**src/rtl/etapa_wb_banco_if.sv**
```systemverilog
// rtl/etapa_wb_banco_if.sv - MEM/WB, decode read-port and trace signals of the write-back stage
interface etapa_wb_banco_if #(
  parameter int ANCHO      = 32,
  parameter int DIR        = 5,
  parameter int ANCHO_CONT = 16
);
  logic [ANCHO-1:0]      EnDatoMem;
  logic [ANCHO-1:0]      EnResALU;
  logic [DIR-1:0]        EnDirW;
  logic [1:0]            EnWB;
  logic [DIR-1:0]        EnDirA;
  logic [DIR-1:0]        EnDirB;
  logic [ANCHO-1:0]      SalDatoA;
  logic [ANCHO-1:0]      SalDatoB;
  logic [ANCHO-1:0]      SalDatoWB;
  logic [DIR-1:0]        SalUltDir;
  logic [ANCHO-1:0]      SalUltDato;
  logic [ANCHO_CONT-1:0] ContEscr;

  modport master (
    output EnDatoMem, EnResALU, EnDirW, EnWB, EnDirA, EnDirB,
    input  SalDatoA, SalDatoB, SalDatoWB, SalUltDir, SalUltDato, ContEscr
  );

  modport slave (
    input  EnDatoMem, EnResALU, EnDirW, EnWB, EnDirA, EnDirB,
    output SalDatoA, SalDatoB, SalDatoWB, SalUltDir, SalUltDato, ContEscr
  );
endinterface

```
**src/rtl/etapa_wb_banco.sv**
```systemverilog
// rtl/etapa_wb_banco.sv - write-back mux, register bank with bypassed read ports, commit trace
module etapa_wb_banco #(
  parameter int ANCHO      = 32,
  parameter int DIR        = 5,
  parameter int ANCHO_CONT = 16
) (
  input logic               clk,
  input logic               rst,
  etapa_wb_banco_if.slave   bus
);
  localparam int PROF = 2 ** DIR;

  logic [ANCHO-1:0]      banco [PROF];
  logic [ANCHO-1:0]      dato_wb;
  logic                  we;
  logic [DIR-1:0]        ult_dir;
  logic [ANCHO-1:0]      ult_dato;
  logic [ANCHO_CONT-1:0] cont;
  logic [ANCHO-1:0]      dato_a;
  logic [ANCHO-1:0]      dato_b;

  assign dato_wb = bus.EnWB[0] ? bus.EnDatoMem : bus.EnResALU;

  // Gating with rst also kills the bypass path while reset is held.
  assign we = bus.EnWB[1] && (bus.EnDirW != '0) && !rst;

  always_ff @(posedge clk or posedge rst) begin
    if (rst) begin
      for (int i = 0; i < PROF; i++) begin
        banco[i] <= '0;
      end
      ult_dir  <= '0;
      ult_dato <= '0;
      cont     <= '0;
    end else if (we) begin
      banco[bus.EnDirW] <= dato_wb;
      ult_dir           <= bus.EnDirW;
      ult_dato          <= dato_wb;
      cont              <= cont + 1'b1;
    end
  end

  always_comb begin
    dato_a = banco[bus.EnDirA];
    if (bus.EnDirA == '0) begin
      dato_a = '0;
    end else if (we && (bus.EnDirW == bus.EnDirA)) begin
      dato_a = dato_wb;
    end
  end

  always_comb begin
    dato_b = banco[bus.EnDirB];
    if (bus.EnDirB == '0) begin
      dato_b = '0;
    end else if (we && (bus.EnDirW == bus.EnDirB)) begin
      dato_b = dato_wb;
    end
  end

  assign bus.SalDatoA   = dato_a;
  assign bus.SalDatoB   = dato_b;
  assign bus.SalDatoWB  = dato_wb;
  assign bus.SalUltDir  = ult_dir;
  assign bus.SalUltDato = ult_dato;
  assign bus.ContEscr   = cont;
endmodule

```
**src/flat_wrapper.sv**
```systemverilog
// flat-port wrapper written by rule: the top's interface ports become plain ports
module etapa_wb_banco_flat 
#(
  parameter int ANCHO      = 32,
  parameter int DIR        = 5,
  parameter int ANCHO_CONT = 16
)
  (clk, rst, bus_EnDatoMem, bus_EnResALU, bus_EnDirW, bus_EnWB, bus_EnDirA, bus_EnDirB, bus_SalDatoA, bus_SalDatoB, bus_SalDatoWB, bus_SalUltDir, bus_SalUltDato, bus_ContEscr);
  etapa_wb_banco_if #(.ANCHO(ANCHO), .DIR(DIR), .ANCHO_CONT(ANCHO_CONT)) bus_i ();
  input logic clk;
  input logic rst;
  input wire logic [$bits(bus_i.EnDatoMem)-1:0] bus_EnDatoMem;
  input wire logic [$bits(bus_i.EnResALU)-1:0] bus_EnResALU;
  input wire logic [$bits(bus_i.EnDirW)-1:0] bus_EnDirW;
  input wire logic [$bits(bus_i.EnWB)-1:0] bus_EnWB;
  input wire logic [$bits(bus_i.EnDirA)-1:0] bus_EnDirA;
  input wire logic [$bits(bus_i.EnDirB)-1:0] bus_EnDirB;
  output wire logic [$bits(bus_i.SalDatoA)-1:0] bus_SalDatoA;
  output wire logic [$bits(bus_i.SalDatoB)-1:0] bus_SalDatoB;
  output wire logic [$bits(bus_i.SalDatoWB)-1:0] bus_SalDatoWB;
  output wire logic [$bits(bus_i.SalUltDir)-1:0] bus_SalUltDir;
  output wire logic [$bits(bus_i.SalUltDato)-1:0] bus_SalUltDato;
  output wire logic [$bits(bus_i.ContEscr)-1:0] bus_ContEscr;
  assign bus_i.EnDatoMem = bus_EnDatoMem;
  assign bus_i.EnResALU = bus_EnResALU;
  assign bus_i.EnDirW = bus_EnDirW;
  assign bus_i.EnWB = bus_EnWB;
  assign bus_i.EnDirA = bus_EnDirA;
  assign bus_i.EnDirB = bus_EnDirB;
  assign bus_SalDatoA = bus_i.SalDatoA;
  assign bus_SalDatoB = bus_i.SalDatoB;
  assign bus_SalDatoWB = bus_i.SalDatoWB;
  assign bus_SalUltDir = bus_i.SalUltDir;
  assign bus_SalUltDato = bus_i.SalUltDato;
  assign bus_ContEscr = bus_i.ContEscr;
  etapa_wb_banco #(.ANCHO(ANCHO), .DIR(DIR), .ANCHO_CONT(ANCHO_CONT)) u_core (.clk(clk), .rst(rst), .bus(bus_i));
endmodule
```
**config.mk**
```make
export PLATFORM = sky130hd
export DESIGN_NAME = etapa_wb_banco_flat
export DESIGN_NICKNAME = d
export VERILOG_FILES = /design/src/rtl/etapa_wb_banco_if.sv /design/src/rtl/etapa_wb_banco.sv /design/src/flat_wrapper.sv
export SDC_FILE = /design/constraint.sdc
export NUM_CORES = 2
export LEC_CHECK = 0
export BUFFER_PORTS_ARGS = -buffer_cell sky130_fd_sc_hd__buf_4
export CELL_PAD_IN_SITES_DETAIL_PLACEMENT = 1
export CELL_PAD_IN_SITES_GLOBAL_PLACEMENT = 1
export CORE_MARGIN = 3
export CORE_UTILIZATION = 46
export CTS_BUF_LIST = sky130_fd_sc_hd__clkbuf_8
export CTS_CLUSTER_DIAMETER = 80
export DETAILED_ROUTE_END_ITERATION = 6
export PLACE_DENSITY_LB_ADDON = 0.1
export SLEW_MARGIN = 20
export SYNTH_ARGS = -nofsm -noshare
export SYNTH_HDL_FRONTEND = slang
export SYNTH_SLANG_ARGS = --single-unit
export TNS_END_PERCENT = 20
```
**constraint.sdc**
```tcl
create_clock -name clk -period 65.1 [get_ports clk]
set_input_delay 3.255 -clock clk [delete_from_list [all_inputs] [get_ports clk]]
set_output_delay 3.255 -clock clk [all_outputs]
set_load 0.01 [all_outputs]
```
==> PnR_summary.wiki <==
{| class="wikitable"
! Metric !! Value
|-
| Flip-flop and latch count after synthesis || 1077
|-
| Post CTS Setup Buffer Count || 0
|-
| Summed negative setup slack over all endpoints || 0 ps
|-
| Share of the synthesized area in compound gates (AO/OA/AOI/OAI) || 15.4%
|-
| Post-Synth XOR/XNOR Area || 0.393%
|-
| Total net switching power || 0.597 mW
|-
| Final Hold Slack || 394 ps
|-
| Max-Slew Margin vs Limit || 19.5%
|-
| Post-detailed-placement cell area || 58400 sq um
|-
| Max-Cap Viols || 0
|-
| Post-layout util || 52.1%
|-
| Die footprint || 125000 sq um
|-
| Sequential area share after synthesis || 48.3%
|-
| CTS tree || yes
|-
| Req. time, crit path || 61850 ps
|-
| # port buffers || 231
|-
| Count of flip-flops with a built-in enable after synthesis || 0
|-
| Via-per-instance ratio || 6.46
|-
| First-iteration detailed-routing DRC count || 4539
|-
| Synthesis-to-layout area growth || 12.3%
|-
| Overall via count from detail_route || 45100
|-
| Post-synthesis cell type count || 57
|-
| Mapped Avg Cell Area || 10.7 sq um
|-
| First-pass iteration count of the detailed router || 5
|-
| Type of the setup path with the least slack || in2out
|-
| Capturing element type of the critical path || output port
|-
| Pin slew with the least headroom to its limit || 1210 ps
|-
| Cell with the largest stage delay on the worst path || sky130_fd_sc_hd__or3_2
|-
| Power share of the clock group || 34.3%
|-
| Worst path max stage delay || 930 ps
|-
| Total wirelength of the detailed-routed design || 217000 um
|-
| Worst-path fanout max || 74
|-
| Synth async-reset ratio || 100%
|-
| Clock transition at path regs || 60 ps
|-
| Type of the most critical hold path || reg2reg
|-
| Storage element area || 27000 sq um
|-
| Internal Power || 1.35 mW
|-
| Yosys synthesis warning count || 0
|-
| Share of synthesized area spent on multiplexers || 21.3%
|-
| Count of filler cells inserted in the layout || 12800
|-
| F_max || 93.1 MHz
|-
| Sink Count || 1077
|-
| Post-route cell area || 62600 sq um
|-
| Overall die width || 354 um
|-
| Final clock skew || 28.6 ps
|-
| Arrival time at the worst endpoint || 7490 ps
|-
| Static Leakage || 27.3 nW
|-
| # rows || 127
|-
| Final HPWL from detailed placement || 121000 um
|-
| Commonest non-fill, non-tap cells in the layout || sky130_fd_sc_hd__dfrtp_1 (1077), sky130_fd_sc_hd__nor2_1 (780), sky130_fd_sc_hd__a21oi_1 (767)
|-
| Adder and majority gate portion of the synthesized area || 0.0224%
|-
| Antenna violations before repair || 17
|-
| Total grt overflow || 0
|-
| Final count of negative-setup-slack endpoints || 0
|-
| Mapped cell area || 55800 sq um
|-
| Final Slew Violations || 0
|-
| Final weighted congestion in routability-driven placement || 0.801
|-
| Crit path launch type || input port
|-
| Number of global-route vias before repair || 46600
|-
| Most common cell after layout, fill and taps aside || sky130_fd_sc_hd__dfrtp_1
|-
| Number of buffers added by the clock tree synthesis step || 191
|-
| Avg WL per Cell || 31.1 um
|-
| NumNets Final || 5287
|-
| Fraction of final layout cells with drive strength greater than 1 || 23.8%
|-
| Number of design rule violations left after detail routing || 0
|-
| Switching portion of total power || 30.7%
|-
| Nets in the synthesized netlist || 5302
|-
| Area fraction in and, or, nand and nor cells after synthesis || 9.45%
|-
| Sequence of cells on the critical path || buf_8, buf_4, buf_4, or3_2, o21ai_0, a31oi_1, buf_4
|-
| Final worst path period need || 10740 ps
|-
| Power density cells || 31.1 nW/um^2
|-
| Largest buffer count on any clock path || 3
|-
| Pin count of the biggest net entering global routing || 167
|-
| Wire length of the first global-routing pass || 320000 um
|-
| Number of primary I/O pins || 232
|-
| Hold Violations, Final || 0
|-
| CORE AREA || 120000 sq um
|-
| CTS H-tree depth || 4
|-
| Fraction of power consumed by combinational cells || 20.6%
|-
| Most used cell, CP || sky130_fd_sc_hd__buf_4
|-
| Post-CTS sizing || 0
|-
| Register share of total power || 45.1%
|-
| Unrepaired setup endpoints after global routing || false
|-
| Gate count of the mapped netlist || 5218
|-
| Initial cell density of the core || 46.4%
|-
| Dominant combinational cell family by area after synthesis || multiplexers
|-
| Clock latency reported for the late side of the worst-skew pair || 890 ps
|-
| Run status || finished, final reports clean
|-
| Die extent in y || 354 um
|-
| DRT antenna net count || 0
|-
| Leading register cell type out of synthesis || sky130_fd_sc_hd__dfrtp_1
|-
| Final cycle utilization of the critical path || 16.5%
|-
| Area of combinational cells with multiple inputs || 26600 sq um
|-
| Number of buffers added to fix hold violations after cts || 0
|-
| Largest vdd supply drop || 0.0211 mV
|-
| CTS Root Buffer Type || sky130_fd_sc_hd__clkbuf_8
|-
| Total global-route track usage || 34.7%
|}
## cell families (layout without fill, tap and decap cells)
logic type,after synthesis,in the layout
other cells,0,7
buf+inv,592,733
fa+ha+maj,1,1
simple gates,1267,1267
xor+xnor,25,25
mux,711,711
compound gates,1545,1545
flops,1077,1077
## registers in the layout, summed over array words and instances (netlist names)
| register | count |
|---|---|
| u_core.bus.SalUltDir | 5 |
| u_core.bus.ContEscr | 16 |
| u_core.bus.SalUltDato | 32 |
| u_core.banco | 1024 |
## metrics by stage
stage	cells	setup slack (ps)	power (mW)
floorplan	5218	31530	1.15
global placement	6614	54460	1.26
detailed placement	6614	54400	1.28
CTS	6963	54410	1.95
global route	6972	54090	2.04
finish	6978	54360	1.95
## cell type report
| class | instances | share of cell area (%) |
|---|---|---|
| timing repair buffer | 349 | 4.54 |
| clock buffer | 259 | 5.69 |
| inverter | 35 | 0.222 |
| tap | 1612 | 3.22 |
| clock inverter | 90 | 0.771 |
| sequential | 1077 | 43.0 |
| antenna | 7 | 0.0280 |
| multi-input combinational | 3549 | 42.5 |
## metal layers
metal | GRT usage, % | vias to the layer above | wire (um)
met1 | 49.7 | 23700 | 92800
met5 | 0 | - | 67
met4 | 12.2 | 10 | 7700
met2 | 51.8 | 1981 | 96500
li1 | - | 18900 | -
met3 | 8.50 | 480 | 20000
## cell usage after synthesis (7+ instances only)
cell type,count,area share [%]
sky130_fd_sc_hd__dfrtp_1,1077,48
sky130_fd_sc_hd__nor2_1,784,5.3
sky130_fd_sc_hd__a21oi_1,768,6.9
sky130_fd_sc_hd__o21ai_0,411,3.7
sky130_fd_sc_hd__mux4_2,362,15
sky130_fd_sc_hd__nand2_1,344,2.3
sky130_fd_sc_hd__clkbuf_1,314,2.1
sky130_fd_sc_hd__mux2_2,192,3.9
sky130_fd_sc_hd__mux2i_1,155,2.8
sky130_fd_sc_hd__buf_2,141,1.3
sky130_fd_sc_hd__o22ai_1,114,1.3
sky130_fd_sc_hd__a31oi_1,63,0.71
sky130_fd_sc_hd__o211ai_1,51,0.69
sky130_fd_sc_hd__or4_1,51,0.69
sky130_fd_sc_hd__o22a_1,50,0.79
sky130_fd_sc_hd__buf_6,37,0.75
sky130_fd_sc_hd__buf_4,36,0.48
sky130_fd_sc_hd__inv_1,35,0.24
sky130_fd_sc_hd__o21a_1,32,0.43
sky130_fd_sc_hd__buf_1,22,0.15
sky130_fd_sc_hd__xor2_1,14,0.22
sky130_fd_sc_hd__a2111o_1,12,0.24
sky130_fd_sc_hd__a221oi_1,12,0.19
sky130_fd_sc_hd__a22o_1,12,0.19
sky130_fd_sc_hd__nand3_1,12,0.11
sky130_fd_sc_hd__o221ai_1,12,0.19
sky130_fd_sc_hd__xnor2_1,11,0.17
sky130_fd_sc_hd__nand2b_1,9,0.10
sky130_fd_sc_hd__nor2_2,9,0.10
sky130_fd_sc_hd__nor2b_1,8,0.090
sky130_fd_sc_hd__nor3_1,7,0.063
## critical path: cells and delay by family
kind / cells / cell delay (ps)
buf+inv: 4 / 2350
compound gates: 2 / 790
simple gates: 1 / 930
## path summary, 6_finish.rpt
| path | from | to | slack (ps) | cells past startpoint |
|---|---|---|---|---|
| worst max-delay path | bus_EnDirA[0] | bus_SalDatoA[17] | 54360 | 7 |
| worst min-delay path | u_core.banco[1000]$_DFFE_PP0P_ | u_core.banco[1000]$_DFFE_PP0P_ | 390 | 0 |
| worst max register to register | u_core.bus.ContEscr[4]$_DFFE_PP0P_ | u_core.bus.ContEscr[15]$_DFFE_PP0P_ | 63480 | 5 |
| worst min register to register | u_core.banco[1000]$_DFFE_PP0P_ | u_core.banco[1000]$_DFFE_PP0P_ | 390 | 0 |
| max in group asynchronous | rst | u_core.bus.ContEscr[12]$_DFFE_PP0P_ | 58610 | 6 |
| min in group asynchronous | rst | u_core.bus.SalUltDir[0]$_DFFE_PP0P_ | 2470 | 2 |
## power groups by stage
stage	Sequential, mW	Combinational, mW	Clock [mW]
floorplan	0.862	0.286	0
finish	0.878	0.402	0.668
global placement	0.877	0.385	0
CTS	0.875	0.400	0.679
global route	0.893	0.440	0.711
detailed placement	0.886	0.399	0
Note: power is estimated with default switching activity, not from simulation.
